[src/rtl/cpu_control_sequencer.sv]
// Microcoded control sequencer for an 8-bit breadboard-style CPU.
// Five microsteps per instruction at most; the control word is decoded
// combinationally from the current step, opcode, flags, enable and halt.
module cpu_control_sequencer (
  input  logic        clk,
  input  logic        rst_n,
  input  logic        en,
  input  logic [3:0]  opcode,
  input  logic        carry_flag,
  input  logic        zero_flag,
  output logic [15:0] ctrl,
  output logic [2:0]  t_state,
  output logic        halted
);

  localparam logic [15:0] C_HLT = 16'h8000;
  localparam logic [15:0] C_MI  = 16'h4000;
  localparam logic [15:0] C_RI  = 16'h2000;
  localparam logic [15:0] C_RO  = 16'h1000;
  localparam logic [15:0] C_IO  = 16'h0800;
  localparam logic [15:0] C_II  = 16'h0400;
  localparam logic [15:0] C_AI  = 16'h0200;
  localparam logic [15:0] C_AO  = 16'h0100;
  localparam logic [15:0] C_EO  = 16'h0080;
  localparam logic [15:0] C_SU  = 16'h0040;
  localparam logic [15:0] C_BI  = 16'h0020;
  localparam logic [15:0] C_OI  = 16'h0010;
  localparam logic [15:0] C_CE  = 16'h0008;
  localparam logic [15:0] C_CO  = 16'h0004;
  localparam logic [15:0] C_J   = 16'h0002;
  localparam logic [15:0] C_FI  = 16'h0001;

  logic [2:0]  r_t_state;
  logic        r_halted;
  logic [2:0]  w_last_step;
  logic [15:0] w_ctrl;

  // Last microstep used by each opcode; everything not listed ends at T2.
  always_comb begin
    w_last_step = 3'd2;
    case (opcode)
      4'b0001, 4'b0100: w_last_step = 3'd3;
      4'b0010, 4'b0011: w_last_step = 3'd4;
      default:          w_last_step = 3'd2;
    endcase
  end

  // Control word decode; halt overrides everything, en=0 gives an idle word.
  always_comb begin
    w_ctrl = 16'h0000;
    if (r_halted) begin
      w_ctrl = C_HLT;
    end else if (en) begin
      case (r_t_state)
        3'd0: w_ctrl = C_CO | C_MI;
        3'd1: w_ctrl = C_RO | C_II | C_CE;
        3'd2: begin
          case (opcode)
            4'b0001, 4'b0010,
            4'b0011, 4'b0100: w_ctrl = C_IO | C_MI;
            4'b0101:          w_ctrl = C_IO | C_AI;
            4'b0110:          w_ctrl = C_IO | C_J;
            4'b0111:          w_ctrl = carry_flag ? (C_IO | C_J) : 16'h0000;
            4'b1000:          w_ctrl = zero_flag  ? (C_IO | C_J) : 16'h0000;
            4'b1110:          w_ctrl = C_AO | C_OI;
            4'b1111:          w_ctrl = C_HLT;
            default:          w_ctrl = 16'h0000;
          endcase
        end
        3'd3: begin
          case (opcode)
            4'b0001:          w_ctrl = C_RO | C_AI;
            4'b0010, 4'b0011: w_ctrl = C_RO | C_BI;
            4'b0100:          w_ctrl = C_AO | C_RI;
            default:          w_ctrl = 16'h0000;
          endcase
        end
        3'd4: begin
          case (opcode)
            4'b0010: w_ctrl = C_EO | C_AI | C_FI;
            4'b0011: w_ctrl = C_EO | C_SU | C_AI | C_FI;
            default: w_ctrl = 16'h0000;
          endcase
        end
        default: w_ctrl = 16'h0000;
      endcase
    end
  end

  // Step counter and halt latch; a step at or past the opcode's last step
  // (including illegal 5..7) wraps to T0 so a stray state recovers in one edge.
  always_ff @(posedge clk or negedge rst_n) begin
    if (!rst_n) begin
      r_t_state <= 3'd0;
      r_halted  <= 1'b0;
    end else if (r_halted) begin
      r_t_state <= 3'd0;
    end else if (en) begin
      if (r_t_state == 3'd2 && opcode == 4'b1111) begin
        r_halted  <= 1'b1;
        r_t_state <= 3'd0;
      end else if (r_t_state >= w_last_step) begin
        r_t_state <= 3'd0;
      end else begin
        r_t_state <= r_t_state + 3'd1;
      end
    end
  end

  assign ctrl    = w_ctrl;
  assign t_state = r_t_state;
  assign halted  = r_halted;

endmodule

[config.mk]
export PLATFORM = sky130hd
export DESIGN_NAME = cpu_control_sequencer
export DESIGN_NICKNAME = d
export VERILOG_FILES = /design/src/rtl/cpu_control_sequencer.sv
export SDC_FILE = /design/constraint.sdc
export NUM_CORES = 1
export LEC_CHECK = 0
export CORE_UTILIZATION = 41
export DETAILED_ROUTE_END_ITERATION = 12
export HOLD_SLACK_MARGIN = 0.06
export MAX_ROUTING_LAYER = met4
export PLACE_DENSITY = 0.78
export SYNTH_ARGS = -nofsm -noshare
export SYNTH_HDL_FRONTEND = slang
export SYNTH_SLANG_ARGS = --single-unit
export TNS_END_PERCENT = 100
[constraint.sdc]
create_clock -name clk -period 1.97 [get_ports clk]
set_input_delay 0.394 -clock clk [delete_from_list [all_inputs] [get_ports clk]]
set_output_delay 0.394 -clock clk [all_outputs]
set_load 0.01 [all_outputs]
==> flow_summary.ini <==
[critical_path]
crit_type = reg -> out
crit_path_max_incr_delay_ns = 0.44
reg2reg_to = t_state[1]
path_max_fanout = 4
slowest_stage = dfrtp_2
r2r_cells = 6
reg2reg_from = t_state[1]
crit_path_cell_trace = inv_2 -> buf_4 -> ha_4 -> o31ai_4 -> nor3_2 -> buf_2
reg2reg_slack_ns = 0.29
cp-end-kind = output pin
critPathLaunchType = flip-flop
cp.required_ns = 1.58
arrival_ns = 1.64

[pwr]
power_density_nw_per_um2 = 1020
p_int_uw = 727
power_frac_seq_pct = 13.0
peakVddDrop_mv = 0.981
leakage_nw = 0.614
power.total_mw = 1.27
sw_frac_of_total_pct = 43.0
clockPowerShare_pct = 8.2
power_switching_uw = 548
combPwrFrac_pct = 78.8

[clock_network]
cts_sinks = 4
cts_tree = done
cts_root_buf = clkbuf_4
numCtsBuffers = 3
clockBufferDepth = 2
clkTransAtPathRegs_ns = 0.04
htreeDepth = 1
holdBufCountCts = 0
clk_latency_ns = 0.24

[routing]
dr.pass1.iters = 4
ant_nets = 0
wl_met3_um = 109
wl_met2_um = 1310
highest_layer = met4
routed_via_density = 5.65
wl_um = 2620
met1_length_um = 1120
wl_per_cell_um = 16.2
via_count = 915
drt_iter0_markers = 23
drc_errors = 0

[timing]
finalClockSkew_ns = 0.00584
finalCritPeriodShare_pct = 103
hold_viol = 0
rsz0062_at_grt = yes
tns_ns = -0.221
relSlewSlack_pct = 80.2
setup_ws_ns = -0.0681
finalSetupViolCount = 5
fmax_mhz = 491
period_needed_ns = 2.04
maxSlewViolCount = 0
tightest_slew_ns = 0.296

[logic_synthesis]
synth_area_leaders = dfrtp_1, ha_1, nand2_1
ys_ff_latch = 4
synth-edff-count = 0
synth-seq-area-share_pct = 15.0
ys.flop_type = dfrtp_1
ys_warn_count = 0
synth-async-reset-ratio_pct = 100
synth.avg_cell_area_sq_um = 7.67
synth_top_cell_area_share_pct = 15.0
ys_types = 36
synthesis.area_sq_um = 667
synth_top_area_cell = dfrtp_1
synth_nets = 104
synthCells = 87

[placed_design]
port_buffers = 28
gp_congestion = 0.866
detailedPlace.worstSlack_ns = -0.607
dpl_cell_area_sq_um = 1130
hpwl_um = 1690

[layout]
drive_gt1_share_pct = 56.2
final_cell_mix = buf_4, buf_2, nand2_1
layout_commonest_cell = buf_4
syn2layout_area_growth_pct = 87.1
diodes = 0
multi_input_area_sq_um = 614
nets = 165
register_area_sq_um = 103
fin_area_sq_um = 1250
n_fill_cell = 97

[global_route]
grt_overflow = 0
grt_pass1_vias = 906
grt_max_degree = 8
antenna_found_initial = 0
grt_usage_pct = 32.2
grt_pass1_wl_um = 4250

[floorplan]
start_util_pct = 44.3
fp.coreArea_sq_um = 1510
io_pins = 29
die_h_um = 42.3
die_w_um = 42.3
rows = 14
die_area_sq_um = 1790

[flow_run]
maxCapViolations = 0

[status]
failed_checks = setup timing
status = finished with violations

[hold_path]
hold_path.class = in -> async
==> how the worst max path moves through the flow <==
stage                          start  endpoint  slack [ns]  depth (start not counted)
after floorplan           t_state[0]   ctrl[4]        0.17                          5
after global placement     opcode[2]  ctrl[11]       -0.55                          5
after detailed placement   opcode[2]  ctrl[14]       -0.61                          6
after CTS                 t_state[0]   ctrl[9]       -0.05                          7
after global routing      t_state[0]   ctrl[6]       -0.12                          6
final                     t_state[0]  ctrl[14]       -0.07                          6
==> registers in the layout, summed over array words and instances, names as in the netlist <==
signal / flops
halted: 1
t_state: 3
==> Yosys cell counts, types with 2 or more instances <==
cell / number
inv_1: 5
o21ai_0: 3
dfrtp_1: 4
ha_1: 8
and2b_1: 2
nor3_1: 3
o31ai_1: 4
nor4_1: 2
buf_6: 2
nand2_1: 10
buf_4: 4
and3_1: 2
a21o_1: 2
nand3_1: 3
nor2_1: 7
a21oi_1: 5
o211ai_1: 2
==> power by group through the flow <==
stage,registers (mW),clock network [mW],logic [mW]
after floorplan,0.178,0,0.344
after global placement,0.143,0,0.780
after detailed placement,0.143,0,0.806
after CTS,0.164,0.106,0.951
after global routing,0.172,0.114,1.08
final,0.166,0.105,1.00
==> metal layers <==
metal	vias to the layer above	global-route usage (%)
li1	429	-
met2	42	51.1
met4	0	18.8
met5	-	-
met1	436	38.8
met3	8	4.31
==> cell type report <==
| type | instances | area share (%) |
|---|---|---|
| clock buffer | 3 | 1.81 |
| inverter | 6 | 1.91 |
| multi-input combinational | 70 | 49.2 |
| sequential | 4 | 8.22 |
| tap | 16 | 1.60 |
| timing repair buffer | 63 | 37.2 |
==> critical path, delay by kind of cell, from the launching register on <==
family          cells  cell delay, ns
compound gates      1            0.33
fa+ha+maj           1            0.18
buf+inv             3            0.38
flops               1            0.44
simple gates        1            0.09
==> stage by stage <==
step | hold WS [ns] | util, % | cells
floorplan | 0.0984 | - | 87
global placement | 0.547 | 74.8 | 153
detailed placement | 0.567 | 74.8 | 153
CTS | 0.355 | 81.9 | 162
global route | 0.363 | 82.8 | 162
finish | 0.353 | 82.8 | 162
==> kinds of logic after synthesis <==
kind of cell | count (synthesis) | share of synthesized area [%]
AND/OR/NAND/NOR | 41 | 34.9
AO/OA/AOI/OAI | 20 | 21.6
buffers and inverters | 13 | 12.2
adder cells (fa/ha/maj) | 8 | 15.0
flip-flops | 4 | 15.0
XOR/XNOR | 1 | 1.31
==> timing repair <==
action / CTS / global route
gates resized for setup: 94 / 9
pin swaps: 7 / 6
hold endpoints to repair: 0 / 0
endpoints found under the setup margin: 19 / 12
gates cloned: 0 / 0
buffers inserted: 6 / 0
(Power assumes the default switching activity.)
